--- src/rtl/shift_deser_pkg.sv ---
// Shared types and helpers for the serial deserialiser receiver.
//   state_e    : assembly FSM states
//   FIFO_DEPTH : output buffer depth
//   clog2()    : bit-count width for a given word width
package shift_deser_pkg;

    typedef enum logic [0:0] {
        ST_IDLE  = 1'b0,
        ST_SHIFT = 1'b1
    } state_e;

    localparam int unsigned FIFO_DEPTH = 2;

    // Smallest r with 2**r >= n; at least 1 so a counter always has a bit.
    function automatic int unsigned clog2(input int unsigned n);
        int unsigned r;
        r = 1;
        for (int unsigned i = 1; i < 32; i++) begin
            if ((32'd1 << i) < n) begin
                r = i + 1;
            end
        end
        return r;
    endfunction

endpackage

--- src/rtl/shift_deser_fifo.sv ---
// Two-entry first-in first-out word buffer. The head entry lives in its own
// flop so the consumer sees a registered word.
//   clk, clear_n       : clock, async active-low reset
//   push, push_data    : write request (ignored when full and not popping)
//   pop                : read request (ignored when empty)
//   head               : oldest word
//   full, empty        : occupancy status
module shift_deser_fifo
    import shift_deser_pkg::*;
#(
    parameter int unsigned WIDTH = 4
) (
    input  logic             clk,
    input  logic             clear_n,
    input  logic             push,
    input  logic [WIDTH-1:0] push_data,
    input  logic             pop,
    output logic [WIDTH-1:0] head,
    output logic             full,
    output logic             empty
);

    logic [WIDTH-1:0]      head_q, head_d;
    logic [WIDTH-1:0]      tail_q, tail_d;
    logic [FIFO_DEPTH-1:0] vld_q, vld_d;

    // Pop first (tail slides to head), then place a push in the first free slot.
    always_comb begin
        head_d = head_q;
        tail_d = tail_q;
        vld_d  = vld_q;
        if (pop && vld_q[0]) begin
            head_d = tail_q;
            tail_d = '0;
            vld_d  = {1'b0, vld_q[1]};
        end
        if (push) begin
            if (!vld_d[0]) begin
                head_d   = push_data;
                vld_d[0] = 1'b1;
            end else if (!vld_d[1]) begin
                tail_d   = push_data;
                vld_d[1] = 1'b1;
            end
        end
    end

    always_ff @(posedge clk or negedge clear_n) begin
        if (!clear_n) begin
            head_q <= '0;
            tail_q <= '0;
            vld_q  <= '0;
        end else begin
            head_q <= head_d;
            tail_q <= tail_d;
            vld_q  <= vld_d;
        end
    end

    assign head  = head_q;
    assign full  = vld_q[1];
    assign empty = ~vld_q[0];

endmodule

--- src/rtl/shift_deser_rx.sv ---
// Serial-to-parallel receiver: assembles framed serial bits into WIDTH-bit
// words (LSB- or MSB-first), buffers them in a 2-entry FIFO, and reports
// frame restarts and dropped words through sticky flags.
//   clk, clear_n                 : clock, async active-low reset
//   s_valid, s_data, s_frame     : serial bit stream, s_frame marks bit 0
//   lsb_first                    : bit order, latched at frame start
//   m_data, m_valid, m_ready     : parallel word handshake
//   busy                         : word assembly in progress
//   frame_err, overflow, clr_err : sticky status and its clear pulse
module shift_deser_rx
    import shift_deser_pkg::*;
#(
    parameter int unsigned WIDTH = 4
) (
    input  logic             clk,
    input  logic             clear_n,
    input  logic             s_valid,
    input  logic             s_data,
    input  logic             s_frame,
    input  logic             lsb_first,
    output logic [WIDTH-1:0] m_data,
    output logic             m_valid,
    input  logic             m_ready,
    output logic             busy,
    output logic             frame_err,
    output logic             overflow,
    input  logic             clr_err
);

    localparam int unsigned CW = clog2(WIDTH);

    state_e           state_q, state_d;
    logic [CW-1:0]    cnt_q, cnt_d;
    logic [WIDTH-1:0] sreg_q, sreg_d;
    logic             order_q, order_d;
    logic             frame_err_q, frame_err_d;
    logic             overflow_q, overflow_d;

    logic             start;
    logic             store;
    logic             push;
    logic             pop;
    logic             frame_set;
    logic             ord;
    logic [CW-1:0]    pos;
    logic [CW-1:0]    idx;
    logic             fifo_full;
    logic             fifo_empty;

    // Next-state, bit placement and flag update.
    always_comb begin
        state_d   = state_q;
        cnt_d     = cnt_q;
        sreg_d    = sreg_q;
        order_d   = order_q;
        start     = 1'b0;
        store     = 1'b0;
        push      = 1'b0;
        frame_set = 1'b0;

        case (state_q)
            ST_IDLE: begin
                start = s_valid && s_frame;
            end
            ST_SHIFT: begin
                if (s_valid) begin
                    start     = s_frame;
                    frame_set = s_frame;
                    store     = !s_frame;
                end
            end
        endcase

        // A new frame uses the live lsb_first; a word in progress uses the latched one.
        ord = start ? lsb_first : order_q;
        pos = start ? '0 : cnt_q;
        idx = ord ? pos : (CW'(WIDTH - 1) - pos);

        if (start) begin
            sreg_d      = '0;
            sreg_d[idx] = s_data;
            order_d     = lsb_first;
            cnt_d       = CW'(1);
            state_d     = ST_SHIFT;
        end else if (store) begin
            sreg_d[idx] = s_data;
            if (cnt_q == CW'(WIDTH - 1)) begin
                push    = 1'b1;
                cnt_d   = '0;
                state_d = ST_IDLE;
            end else begin
                cnt_d = cnt_q + CW'(1);
            end
        end

        // Setting beats clearing in the same cycle.
        frame_err_d = frame_set | (frame_err_q & ~clr_err);
        overflow_d  = (push & fifo_full & ~pop) | (overflow_q & ~clr_err);
    end

    always_ff @(posedge clk or negedge clear_n) begin
        if (!clear_n) begin
            state_q     <= ST_IDLE;
            cnt_q       <= '0;
            sreg_q      <= '0;
            order_q     <= 1'b0;
            frame_err_q <= 1'b0;
            overflow_q  <= 1'b0;
        end else begin
            state_q     <= state_d;
            cnt_q       <= cnt_d;
            sreg_q      <= sreg_d;
            order_q     <= order_d;
            frame_err_q <= frame_err_d;
            overflow_q  <= overflow_d;
        end
    end

    assign pop = m_valid & m_ready;

    shift_deser_fifo #(
        .WIDTH (WIDTH)
    ) u_fifo (
        .clk       (clk),
        .clear_n   (clear_n),
        .push      (push),
        .push_data (sreg_d),
        .pop       (pop),
        .head      (m_data),
        .full      (fifo_full),
        .empty     (fifo_empty)
    );

    assign m_valid   = ~fifo_empty;
    assign busy      = (state_q == ST_SHIFT);
    assign frame_err = frame_err_q;
    assign overflow  = overflow_q;

endmodule
--- config.mk ---
export PLATFORM = sky130hd
export DESIGN_NAME = shift_deser_rx
export DESIGN_NICKNAME = d
export VERILOG_FILES = /design/src/rtl/shift_deser_pkg.sv /design/src/rtl/shift_deser_fifo.sv /design/src/rtl/shift_deser_rx.sv
export SDC_FILE = /design/constraint.sdc
export NUM_CORES = 1
export LEC_CHECK = 0
export CORE_MARGIN = 1
export CORE_UTILIZATION = 48
export DETAILED_ROUTE_END_ITERATION = 7
export PLACE_DENSITY = 0.77
export SYNTH_ARGS = -nofsm -noshare
export SYNTH_HDL_FRONTEND = slang
export SYNTH_HIERARCHICAL = 1
export SYNTH_SLANG_ARGS = --single-unit
export TNS_END_PERCENT = 1
--- constraint.sdc ---
create_clock -name clk -period 1.7 [get_ports clk]
set_clock_uncertainty 0.05 [all_clocks]
set_input_delay 0.34 -clock clk [delete_from_list [all_inputs] [get_ports clk]]
set_output_delay 0.34 -clock clk [all_outputs]
set_load 0.02 [all_outputs]
==> summary.txt, run 1 <==
Worst setup path
  – Crit-path max FO: 10
  – Crit Path Class: flop to flop
  – CP endpoint kind: flop
  – Critical path arrival: about 1800 ps
  – Critical path, cell by cell: buf_4 > nor3b_1 > o21ai_1 > a32o_2 > mux2_4
  – Crit path largest cell delay: about 490 ps
  – Startpoint Class: flop
  – CP bufs+invs: 1
  – Slowest stage cell, crit path: dfrtp_2
  – WP data required: roughly 1800 ps
  – Crit-path leading delay family: flip-flops

STA
  – Worst Slack Setup Final: around 27 ps
  – Final hold violation count: 0
  – Min Tclk post-route: about 1700 ps
  – Worst-margin pin slew: 281.7 ps
  – RSZ-0062 raised after global routing: no
  – Final Cycle Share: a little under 100%
  – Max Freq: about 600 MHz
  – Setup TNS: 0 ps
  – Setup-failing EPs final: 0
  – Worst rel slew slack: 81.09%
  – Slew Limit Fails: 0

Routing
  – Vias per std cell: approximately 5.5
  – Final wirelength: ~2100 µm
  – Residual DRC: 0
  – Pre-antenna DRT Iters: 4
  – Initial DRC count: 14
  – Via count: approximately 860
  – Post-route ant nets: 0
  – Wire per inst: ~14 µm

Yosys
  – Commonest cells post-synth: 20 x dfrtp_1, 6 x a22o_1, 6 x inv_1, 6 x o21ai_0, 5 x nand2_1
  – Register area share after synthesis: between 40% and 50%
  – Synth top area cells: dfrtp_1 44%, mux2_4 5.2%, a22o_1 4.6%
  – Flops & latches, synth: 20
  – Post-synthesis cell area: about 1100 µm²
  – Top-count cell post-synth: dfrtp_1
  – Synthesis Warnings: 6
  – Synth area leader: dfrtp_1
  – Yosys cell types: 35
  – Post-synth EDFFs: 0
  – Post-synth ARST share: 100.0%
  – Total nets after synthesis: between 100 and 150
  – Post-Synthesis Cells: approximately 100
  – Post-synthesis average cell area: 11.34 µm²
  – Ys flop type: dfrtp_1
  – Post-synth top area share: a little over two fifths

Final layout
  – Multi-input logic area: ~590 µm²
  – Layout cell share with drive strength beyond 1: 33.85%
  – Final-layout fill cell count: around 180
  – Area delta synth->final: 29.40%
  – Nets: 140
  – FF+latch area: just over 500 µm²
  – Final Cell Area: about 1500 µm²
  – Antenna diodes: 0

Place
  – Dpl cell area: roughly 1400 µm²
  – Detail Placement HPWL: around 1600 µm
  – Placement Setup Slack: -352.1 ps
  – RePlAce Congestion: 0.7762
  – PortBufs: 15

Clock network
  – Clock latency on the worst-skew pair: 290 ps
  – CTS clk-pin slew, worst paths: ~110 ps
  – # H-tree levels: 1
  – CTS Hold Bufs: 0
  – Clock buffer depth: 2
  – CTS tree: yes
  – Inserted Clock Buffers: 3
  – CTS root buf: clkbuf_4
  – CTS sink cnt: 20

Power and ir drop
  – VDD IR-drop max: 0.0009301 V
  – Power Dens Cells: between 1000 and 1500 nW/µm²
  – Leakage: roughly 0.81 nW

GRT
  – Gr ovfl total: 0
  – Global-route wire length before repair: between 3000 and 4000 µm
  – Antenna violations before repair: 0
  – Global-route usage over all layers: slightly below 20%
  – Largest net degree at the start of global routing: 21
  – Vias in the first global route: a little under 900

Floorplanning
  – Cell row count: 17
  – Chip Height: 50.84 µm
  – Die W: between 50 and 60 µm
  – I/O pins: 16
  – Core ar.: approximately 2200 µm²
  – Die ar.: approximately 2600 µm²
  – Initial Utilization: between 50% and 60%

Flow run
  – Max Cap Violations: 0

Hold path
  – Hold Path Class: input pin to async pin

Run status
  – Status: completed
stage by stage:
step | std cells | utilization, % | power, mW | hold WS, ps
detailed placement | 154 | 62.58 | 1.284 | 435.8
global placement | 154 | 62.58 | 1.265 | 442.1
CTS | 158 | 65.15 | 1.662 | 320.7
finish | 158 | 66.33 | 1.647 | 321.6
floorplan | 101 | - | 1.056 | -5.591
global route | 158 | 66.33 | 1.753 | 321.7
flip-flops by register name, summed over array words and instances (netlist names):
name and cells:
u_fifo/tail_q 4, sreg_q 4, u_fifo/vld_q 2, u_fifo/head 4
busy 1, frame_err 1, cnt_q 2, order_q 1
overflow 1
worst paths after layout:
path | start | end | slack, ps | depth (start not counted)
max | cnt_q[0] | u_fifo/head[0] | 30 | 5
min | clear_n | busy | 320 | 2
max reg2reg | cnt_q[0] | u_fifo/head[0] | 30 | 5
min reg2reg | u_fifo/tail_q[2] | u_fifo/tail_q[2] | 460 | 1
max in group asynchronous | clear_n | order_q | 1060 | 2
min in group clk | s_valid | cnt_q[0] | 440 | 4
power breakdown:
| part | internal, mW | total, mW | switching (mW) |
|---|---|---|---|
| sequential | 0.570 | 0.641 | 0.0707 |
| clock | 0.238 | 0.380 | 0.142 |
| combinational | 0.322 | 0.626 | 0.304 |
worst register-to-register path, cell delays in order, from the launching register on:
cell	delay, ps
dfrtp_2	490
buf_4	160
nor3b_1	180
o21ai_1	110
a32o_2	300
mux2_4	270
layout by cell type (no fill, tap or decap), types with 4 or more instances in the layout:
cell type        synthesis  layout
dfrtp_1                 20      17
clkdlybuf4s50_1          0       7
dlymetal6s2s_1           0       6
o21ai_0                  6       5
buf_4                    1      14
mux2_4                   4       4
o21ai_1                  3       4
nand2_1                  5       5
a22o_1                   6       6
inv_1                    6       5
mux2_1                   4       4
nor2b_1                  4       4
cell type report:
cell class                      instances  area share (%)
Multi-Input combinational cell         70           39.70
Sequential cell                        20           34.04
Inverter                                6           1.520
Timing Repair Buffer                   30           18.83
Clock buffer                            3           1.520
Clock inverter                          1           2.027
Tap cell                               28           2.365
logic make-up (layout without fill, tap and decap cells):
family          count (synthesis)  after routing  synth area share, %
compound gates                 29             29                20.77
flops                          20             20                43.72
fa+ha+maj                       1              1                1.093
xor+xnor                        4              4                3.061
buf+inv                        11             40                6.010
mux                             8              8                9.180
simple gates                   28             28                16.17
per-layer routing:
metal	part of all wire (%)	GRT usage, %	up-vias
met2	48	32.67	20
met5	0	0	-
met4	1.6	10.19	0
met3	3.9	2.381	4
li1	-	-	424
met1	46	25.44	416
timing repair:
action | 4_1_cts | 5_1_grt
hold endpoints to repair | 0 | 0
setup endpoints to repair | 10 | 13
buffers inserted | 0 | 0
gates resized for setup | 5 | 11
pin swaps | 0 | 0
(Power assumes the default switching activity.)
==> inputs of run 2 (changes only) <==
Settings changed: ABC_CLOCK_PERIOD_IN_PS set to 1700.
==> results of run 2 <==
Same layout as run 1: the final DEF is identical, and so are final timing and power.
==> inputs of run 3 (changes only) <==
Settings changed: MAX_ROUTING_LAYER set to met4.
==> summary.txt, run 3 (synthesized netlist as in run 1, its figures left out) <==
GRT
  – Gr ovfl total: 0
  – Global-route wire length before repair: about 3800 µm
  – Largest net degree at the start of global routing: 21
  – Vias in the first global route: 881
  – Antenna violations before repair: 0
  – Global-route usage over all layers: 20.30%

STA
  – Setup TNS: 0 ps
  – RSZ-0062 raised after global routing: no
  – Final Cycle Share: a little over nine tenths
  – Min Tclk post-route: 1671 ps
  – Worst rel slew slack: between 80% and 90%
  – Worst Slack Setup Final: between 20 and 30 ps
  – Slew Limit Fails: 0
  – Worst-margin pin slew: between 200 and 300 ps
  – Final hold violation count: 0
  – Max Freq: about 600 MHz
  – Min Hold Slack: approximately 320 ps
  – Setup-failing EPs final: 0

Final layout
  – Area delta synth->final: 29.40%
  – Finished Layout Cells: 158
  – Layout cell share with drive strength beyond 1: between 30 and 40%
  – Antenna diodes: 0
  – Nets: 140
  – Most frequent cells in the layout: 17 x dfrtp_1, 14 x buf_4, 7 x clkdlybuf4s50_1
  – Most common cell after layout, fill and taps aside: dfrtp_1

Clock network
  – Post CTS Setup Buffer Count: 0
  – CTS tree: yes
  – # H-tree levels: 1
  – CTS Hold Bufs: 0
  – Inserted Clock Buffers: 3
  – Clock latency on the worst-skew pair: 290 ps
  – CTS root buf: clkbuf_4
  – CTS sink cnt: 20
  – CTS clk-pin slew, worst paths: roughly 110 ps
  – Clock buffer depth: 2

Routing
  – Wire per inst: 13.65 µm
  – Initial DRC count: 14
  – Final wirelength: 2156 µm
  – Pre-antenna DRT Iters: 4
  – Via count: 874
  – Vias per std cell: approximately 5.5
  – Post-route ant nets: 0
  – Residual DRC: 0

Floorplanning
  – Core ar.: between 2000 and 2500 µm²
  – I/O pins: 16
  – Die ar.: 2584 µm²
  – Initial Utilization: 51.26%
  – Chip Height: between 50 and 60 µm
  – Die W: 50.84 µm
  – Cell row count: 17

Flow run
  – Max Cap Violations: 0

Worst setup path
  – Crit-path max FO: 10
  – R2r worst-path depth: 5
  – Crit path largest cell delay: approximately 500 ps
  – WP data required: about 1800 ps
  – Startpoint Class: flop
  – R2r setup slk: slightly below 30 ps
  – Critical path, cell by cell: buf_4 > nor3b_1 > o21ai_1 > a32o_2 > mux2_4
  – Worst R2R Start: cnt_q[0]
  – Crit Path Class: flop to flop
  – Critical path arrival: about 1800 ps
  – Worst setup path start: cnt_q[0]
  – RR Endpoint: u_fifo/head[0]
  – CP endpoint kind: flop
  – Slowest stage cell, crit path: dfrtp_2

Place
  – RePlAce Congestion: between 0.7 and 0.8
  – PortBufs: 15
  – Detail Placement HPWL: 1630 µm
  – Dpl cells: between 150 and 200
  – Placement Setup Slack: -352.1 ps

Run status
  – Status: completed

Hold path
  – Hold Path Class: input pin to async pin

Power and ir drop
  – Power Dens Cells: approximately 1100 nW/µm²
  – VDD IR-drop max: 0.0009303 V
  – Leakage: about 0.81 nW
  – Total Power: 1.648 mW
run 3: timing repair:
item / in CTS / in global routing
gates resized for setup: 5 / 11
pin swaps: 0 / 0
endpoints found under the setup margin: 10 / 13
run 3: stage by stage:
step / util [%] / area (µm²)
global route: 66.33 / 1481
floorplan: - / 1146
CTS: 65.15 / 1455
finish: 66.33 / 1481
detailed placement: 62.58 / 1398
global placement: 62.58 / 1398
run 3: final cells by class:
type / count / area (µm²)
Fill cell: 182 / 752.0
Clock inverter: 1 / 30.03
Tap cell: 28 / 35.03
Inverter: 6 / 22.52
Clock buffer: 3 / 22.52
Sequential cell: 20 / 504.2
Timing Repair Buffer: 30 / 279.0
Multi-Input combinational cell: 70 / 588.1
run 3: report_power, final:
group	switching [mW]	internal, mW
clock	0.142	0.238
sequential	0.0709	0.570
combinational	0.305	0.322
run 3: worst max path at each step:
stage | endpoint | slack, ps | depth (start not counted)
global route | u_fifo/tail_q[1] | 1 | 7
finish | u_fifo/head[0] | 30 | 5
CTS | u_fifo/tail_q[2] | 8 | 7
floorplan | u_fifo/head[0] | 20 | 5
global placement | u_fifo/head[1] | -320 | 6
detailed placement | u_fifo/head[0] | -350 | 6
run 3: worst max-delay path: cells and delay by family (launching register included):
kind / cells / cell delay (ps)
flops: 1 / 490
simple gates: 1 / 180
compound gates: 2 / 410
buf+inv: 1 / 160
mux: 1 / 270
run 3: layer usage:
metal / track usage (%) / vias to the layer above / routed length [µm]
li1: - / 425 / -
met5: - / - / 0
met2: 32.67 / 22 / 1030
met3: 2.381 / 4 / 88
met4: 10.19 / 0 / 36
met1: 25.44 / 423 / 1000
